`src/rtl/cacheline_burst_adapter.sv`:
```
`default_nettype none
// ============================================================================
// Module      : cacheline_burst_adapter
// Description : Bridges a 256-bit cacheline interface to a 64-bit, 4-beat
//               memory burst interface. Read misses collect four beats into
//               line_o; write-backs split line_i into four beats on burst_o.
//               States: IDLE -> RD/WR -> DONE -> IDLE.
// Ports       : clk, rst (sync, active-high)
//               cache side : line_i, address_i, read_i, write_i -> line_o, resp_o
//               memory side: burst_i, resp_i -> burst_o, address_o, read_o, write_o
//               error_o    : sticky watchdog flag
// Options     : CLA_TIMEOUT_EN - enables a stall watchdog that sets error_o
//               after TIMEOUT_CYCLES consecutive stalled RD/WR cycles.
//               When undefined, error_o is tied to 0.
// Revision    : 1.0 - initial release
// ============================================================================
module cacheline_burst_adapter #(
    parameter int S_LINE         = 256,
    parameter int S_BURST        = 64,
    parameter int NUM_BEATS      = S_LINE / S_BURST,
    parameter int TIMEOUT_CYCLES = 1024,
    parameter int S_OFFSET       = 5
) (
    input  logic               clk,
    input  logic               rst,
    input  logic [S_LINE-1:0]  line_i,
    output logic [S_LINE-1:0]  line_o,
    input  logic [31:0]        address_i,
    input  logic               read_i,
    input  logic               write_i,
    output logic               resp_o,
    input  logic [S_BURST-1:0] burst_i,
    output logic [S_BURST-1:0] burst_o,
    output logic [31:0]        address_o,
    output logic               read_o,
    output logic               write_o,
    input  logic               resp_i,
    output logic               error_o
);

    localparam logic [1:0] c_idle = 2'd0;
    localparam logic [1:0] c_rd   = 2'd1;
    localparam logic [1:0] c_wr   = 2'd2;
    localparam logic [1:0] c_done = 2'd3;

    localparam int               c_cnt_w = (NUM_BEATS > 1) ? $clog2(NUM_BEATS) : 1;
    localparam logic [c_cnt_w-1:0] c_last = c_cnt_w'(NUM_BEATS - 1);

    logic [1:0]         r_state;
    logic [c_cnt_w-1:0] r_cnt;
    logic [S_LINE-1:0]  r_line;
    logic [S_LINE-1:0]  r_wbuf;
    logic [31:0]        r_addr;

    // The line offset bits never reach memory; keep them visibly consumed.
    logic w_unused;
    assign w_unused = &{1'b0, address_i[S_OFFSET-1:0]};

    always_ff @(posedge clk) begin
        if (rst) begin
            r_state <= c_idle;
            r_cnt   <= '0;
            r_line  <= '0;
            r_wbuf  <= '0;
            r_addr  <= '0;
        end else begin
            case (r_state)
                c_idle: begin
                    // Write wins if the controller raises both requests.
                    if (write_i) begin
                        r_wbuf  <= line_i;
                        r_addr  <= {address_i[31:S_OFFSET], {S_OFFSET{1'b0}}};
                        r_cnt   <= '0;
                        r_state <= c_wr;
                    end else if (read_i) begin
                        r_addr  <= {address_i[31:S_OFFSET], {S_OFFSET{1'b0}}};
                        r_cnt   <= '0;
                        r_state <= c_rd;
                    end
                end
                c_rd: begin
                    if (resp_i) begin
                        r_line[S_BURST*int'(r_cnt) +: S_BURST] <= burst_i;
                        // Counter parks on the last beat rather than wrapping.
                        if (r_cnt == c_last) begin
                            r_state <= c_done;
                        end else begin
                            r_cnt <= r_cnt + 1'b1;
                        end
                    end
                end
                c_wr: begin
                    if (resp_i) begin
                        if (r_cnt == c_last) begin
                            r_state <= c_done;
                        end else begin
                            r_cnt <= r_cnt + 1'b1;
                        end
                    end
                end
                default: begin
                    r_state <= c_idle;
                end
            endcase
        end
    end

    assign line_o    = r_line;
    assign address_o = r_addr;
    assign read_o    = (r_state == c_rd);
    assign write_o   = (r_state == c_wr);
    assign resp_o    = (r_state == c_done);
    assign burst_o   = (r_state == c_wr) ? r_wbuf[S_BURST*int'(r_cnt) +: S_BURST]
                                         : '0;

`ifdef CLA_TIMEOUT_EN
    localparam int c_to_w = $clog2(TIMEOUT_CYCLES + 1);

    logic [c_to_w-1:0] r_stall;
    logic              r_error;
    logic              w_busy;

    assign w_busy = (r_state == c_rd) || (r_state == c_wr);

    // Counts consecutive stalled busy cycles; the flag is raised on the edge
    // that completes the TIMEOUT_CYCLES-th stall and only rst clears it.
    always_ff @(posedge clk) begin
        if (rst) begin
            r_stall <= '0;
            r_error <= 1'b0;
        end else begin
            if (!w_busy || resp_i) begin
                r_stall <= '0;
            end else if (r_stall != c_to_w'(TIMEOUT_CYCLES)) begin
                r_stall <= r_stall + 1'b1;
            end
            if (w_busy && !resp_i && (r_stall == c_to_w'(TIMEOUT_CYCLES - 1))) begin
                r_error <= 1'b1;
            end
        end
    end

    assign error_o = r_error;
`else
    assign error_o = 1'b0;
`endif

endmodule
`default_nettype wire

```
`config.mk`:
```
export PLATFORM = sky130hd
export DESIGN_NAME = cacheline_burst_adapter
export DESIGN_NICKNAME = d
export VERILOG_FILES = /design/src/rtl/cacheline_burst_adapter.sv
export SDC_FILE = /design/constraint.sdc
export NUM_CORES = 1
export LEC_CHECK = 0
export ABC_AREA = 1
export CORE_AREA = 2 2 278 280
export DETAILED_ROUTE_END_ITERATION = 8
export DIE_AREA = 0 0 280 282
export HOLD_SLACK_MARGIN = 0.05
export PLACE_DENSITY_LB_ADDON = 0.15
export SYNTH_ARGS = -nofsm -noshare
export SYNTH_HDL_FRONTEND = slang
export SYNTH_SLANG_ARGS = --single-unit
```
`constraint.sdc`:
```
create_clock -name clk -period 5.7 [get_ports clk]
set_input_delay 1.14 -clock clk [delete_from_list [all_inputs] [get_ports clk]]
set_output_delay 1.14 -clock clk [all_outputs]
set_load 0.02 [all_outputs]
```
==> run metrics <==
Largest stage delay, worst path 710 ps; initial antenna violation count 29; worst rel slew slack 0.149; H-tree depth 3; Final period util 0.771; via count 22170; clk buf depth 3; Peak Freq 0.228 GHz; Synth cell types 21; Avg WL per Cell 18.8 microns; io pins 713; drt initial violations 1442; fin. max-slew vios 0; CP required 4560 ps; commonest non-fill, non-tap cell in the layout nor2_1; worst vdd ir 0.259 mV; sequential fraction of the synthesis area 0.495; Multi-input gate area 9670 sq um; Worst-path clk slew 50 ps; Reg-to-Reg Start r_cnt[0]$_SDFFE_PP0P_; DRC 0; crit path cell chain buf_4, nor2_1, nor2_1, o21ai_0, a21oi_1, clkdlybuf4s50_1; fill cell count 7937; DP HPWL 56900 microns; Die ar. 79000 sq um; nets 3985; synthesis-to-layout area growth 44.0%; Startpoint Class flop; FF/Latch Area 10900 sq um; number of core rows 101; vias in the first global route 20729; crit path from r_cnt[0]$_SDFFE_PP0P_; crit path kind reg -> out; die width 280 microns; Final Critical Period 4390 ps; GPL Wtd Cong 0.824; outcome finished clean; WL final 87400 microns; IO buf count 701; Post-DRT Antenna Nets 0; cells after synthesis 3073; first-pass GRT wire length 130000 microns; Setup Viol. Count Final 0; Inserted Clock Buffers 66; Seq cells post-synth 543; WHS 463 ps; CTS tree yes; Clock Latency Late Sink 600 ps; global route overflow 0; Worst path slowest cell clkdlybuf4s50_1; Initial Utilization 0.290; RSZ-0062 raised after global routing false; Yosys top cell by area dfxtp_1; Mapped Area 22000 sq um; Setup TNS 0 ps; CTS resizes 0; Die H 282 microns; core area 75700 sq um; final count of hold timing violations 0; CP max FO 56; total number of yosys warnings 0; router iterations before antenna repair 5; # clock sinks 543; most numerous cell on the critical path nor2_1; layout cells sized above 1 0.0423; CTS root buf clkbuf_16; DR vias/cell 4.76; post-synth top area share 0.495; CTS Hold Bufs 0; synth top area cells dfxtp_1, nor2_1, o21ai_0; Slew @ Worst Pin 1270 ps; largest net degree at the start of global routing 229; Power Dens Cells 418 nW/um^2; delay-heaviest family, CP buffers and inverters; Clock Skew 22.7 ps; Post-CTS Setup Inserts 0; CP arrival 3250 ps; Max Cap Viol 0; min-delay src line_o[195]$_SDFFE_PP0P_; worst min path class reg -> reg; P_leak 11.8 nW; nature of the critical path endpoint output pin; Avg Cell Area, Syn 7.15 sq um; Total GRT Usage 0.213; most frequent cells in the layout nor2_1, clkdlybuf4s50_1, dfxtp_1, o21ai_0, a21oi_1; CP Buf/Inv Count 2
==> tightest hold or removal path, cell delays in order (launching register included) <==
cell	delay, ps
dfxtp_1	300
nand2_1	60
a21oi_1	50
==> sequential cells by signal, summed over array words and instances, names as in the netlist <==
register	flops
line_o	256
address_o	27
r_cnt	2
r_state	2
r_wbuf	256
==> report_power, final <==
group          internal [mW]  leakage [nW]  switching, mW
clock                   2.53          1.08           1.72
combinational           1.47          6.26           2.78
sequential              4.42          4.44          0.318
==> through the flow <==
step / util / instances / cell area (sq um) / power [mW] / setup slack, ps
after floorplan: - / 3078 / 22000 / 7.42 / 3160
after global placement: 0.389 / 4527 / 29400 / 9.08 / 1900
after detailed placement: 0.389 / 4527 / 29400 / 9.10 / 1880
after CTS: 0.418 / 4643 / 31600 / 13.4 / 1210
after global routing: 0.418 / 4656 / 31600 / 14.0 / 1050
final: 0.418 / 4657 / 31600 / 13.2 / 1310
==> worst paths after layout <==
check                             end  slack, ps  cells after the start
max                       burst_o[56]       1310                      6
min          line_o[195]$_SDFFE_PP0P_        460                      2
max reg2reg   line_o[55]$_SDFFE_PP0P_       2020                      7
min reg2reg  line_o[195]$_SDFFE_PP0P_        460                      2
==> cell type report <==
cell class                 count  area share
inverter                      85      0.0106
timing repair buffer         729       0.231
tap                          978      0.0387
antenna                       14     0.00111
multi-input combinational   2192       0.305
sequential                   543       0.344
clock inverter                17     0.00593
clock buffer                  99      0.0632
==> layer usage <==
| metal | routed length [microns] | part of all wire | up-vias | GRT usage |
|---|---|---|---|---|
| met2 | 40700 | 0.47 | 709 | 0.346 |
| met5 | 191 | 0.0022 | - | 0 |
| li1 | - | - | 11108 | - |
| met1 | 36400 | 0.42 | 10163 | 0.259 |
| met3 | 7050 | 0.081 | 162 | 0.0671 |
| met4 | 3020 | 0.035 | 28 | 0.0893 |
==> cells by family after synthesis <==
logic type / count (synthesis) / synth area share
AO/OA/AOI/OAI: 853 / 0.194
adder cells (fa/ha/maj): 11 / 0.00626
buffers and inverters: 343 / 0.0686
flip-flops: 543 / 0.495
other: 1 / 0.000171
AND/OR/NAND/NOR: 1322 / 0.236
==> Yosys cell counts (all sizes together) <==
cell type and count:
ha 11, nand2 323, nand4 12, conb 1, buf 144, nand3 119, inv 85, dfxtp 543
nor2 868, o21ai 529, a21oi 324, clkbuf 114
No activity file was read; power rests on OpenSTA's default activity.
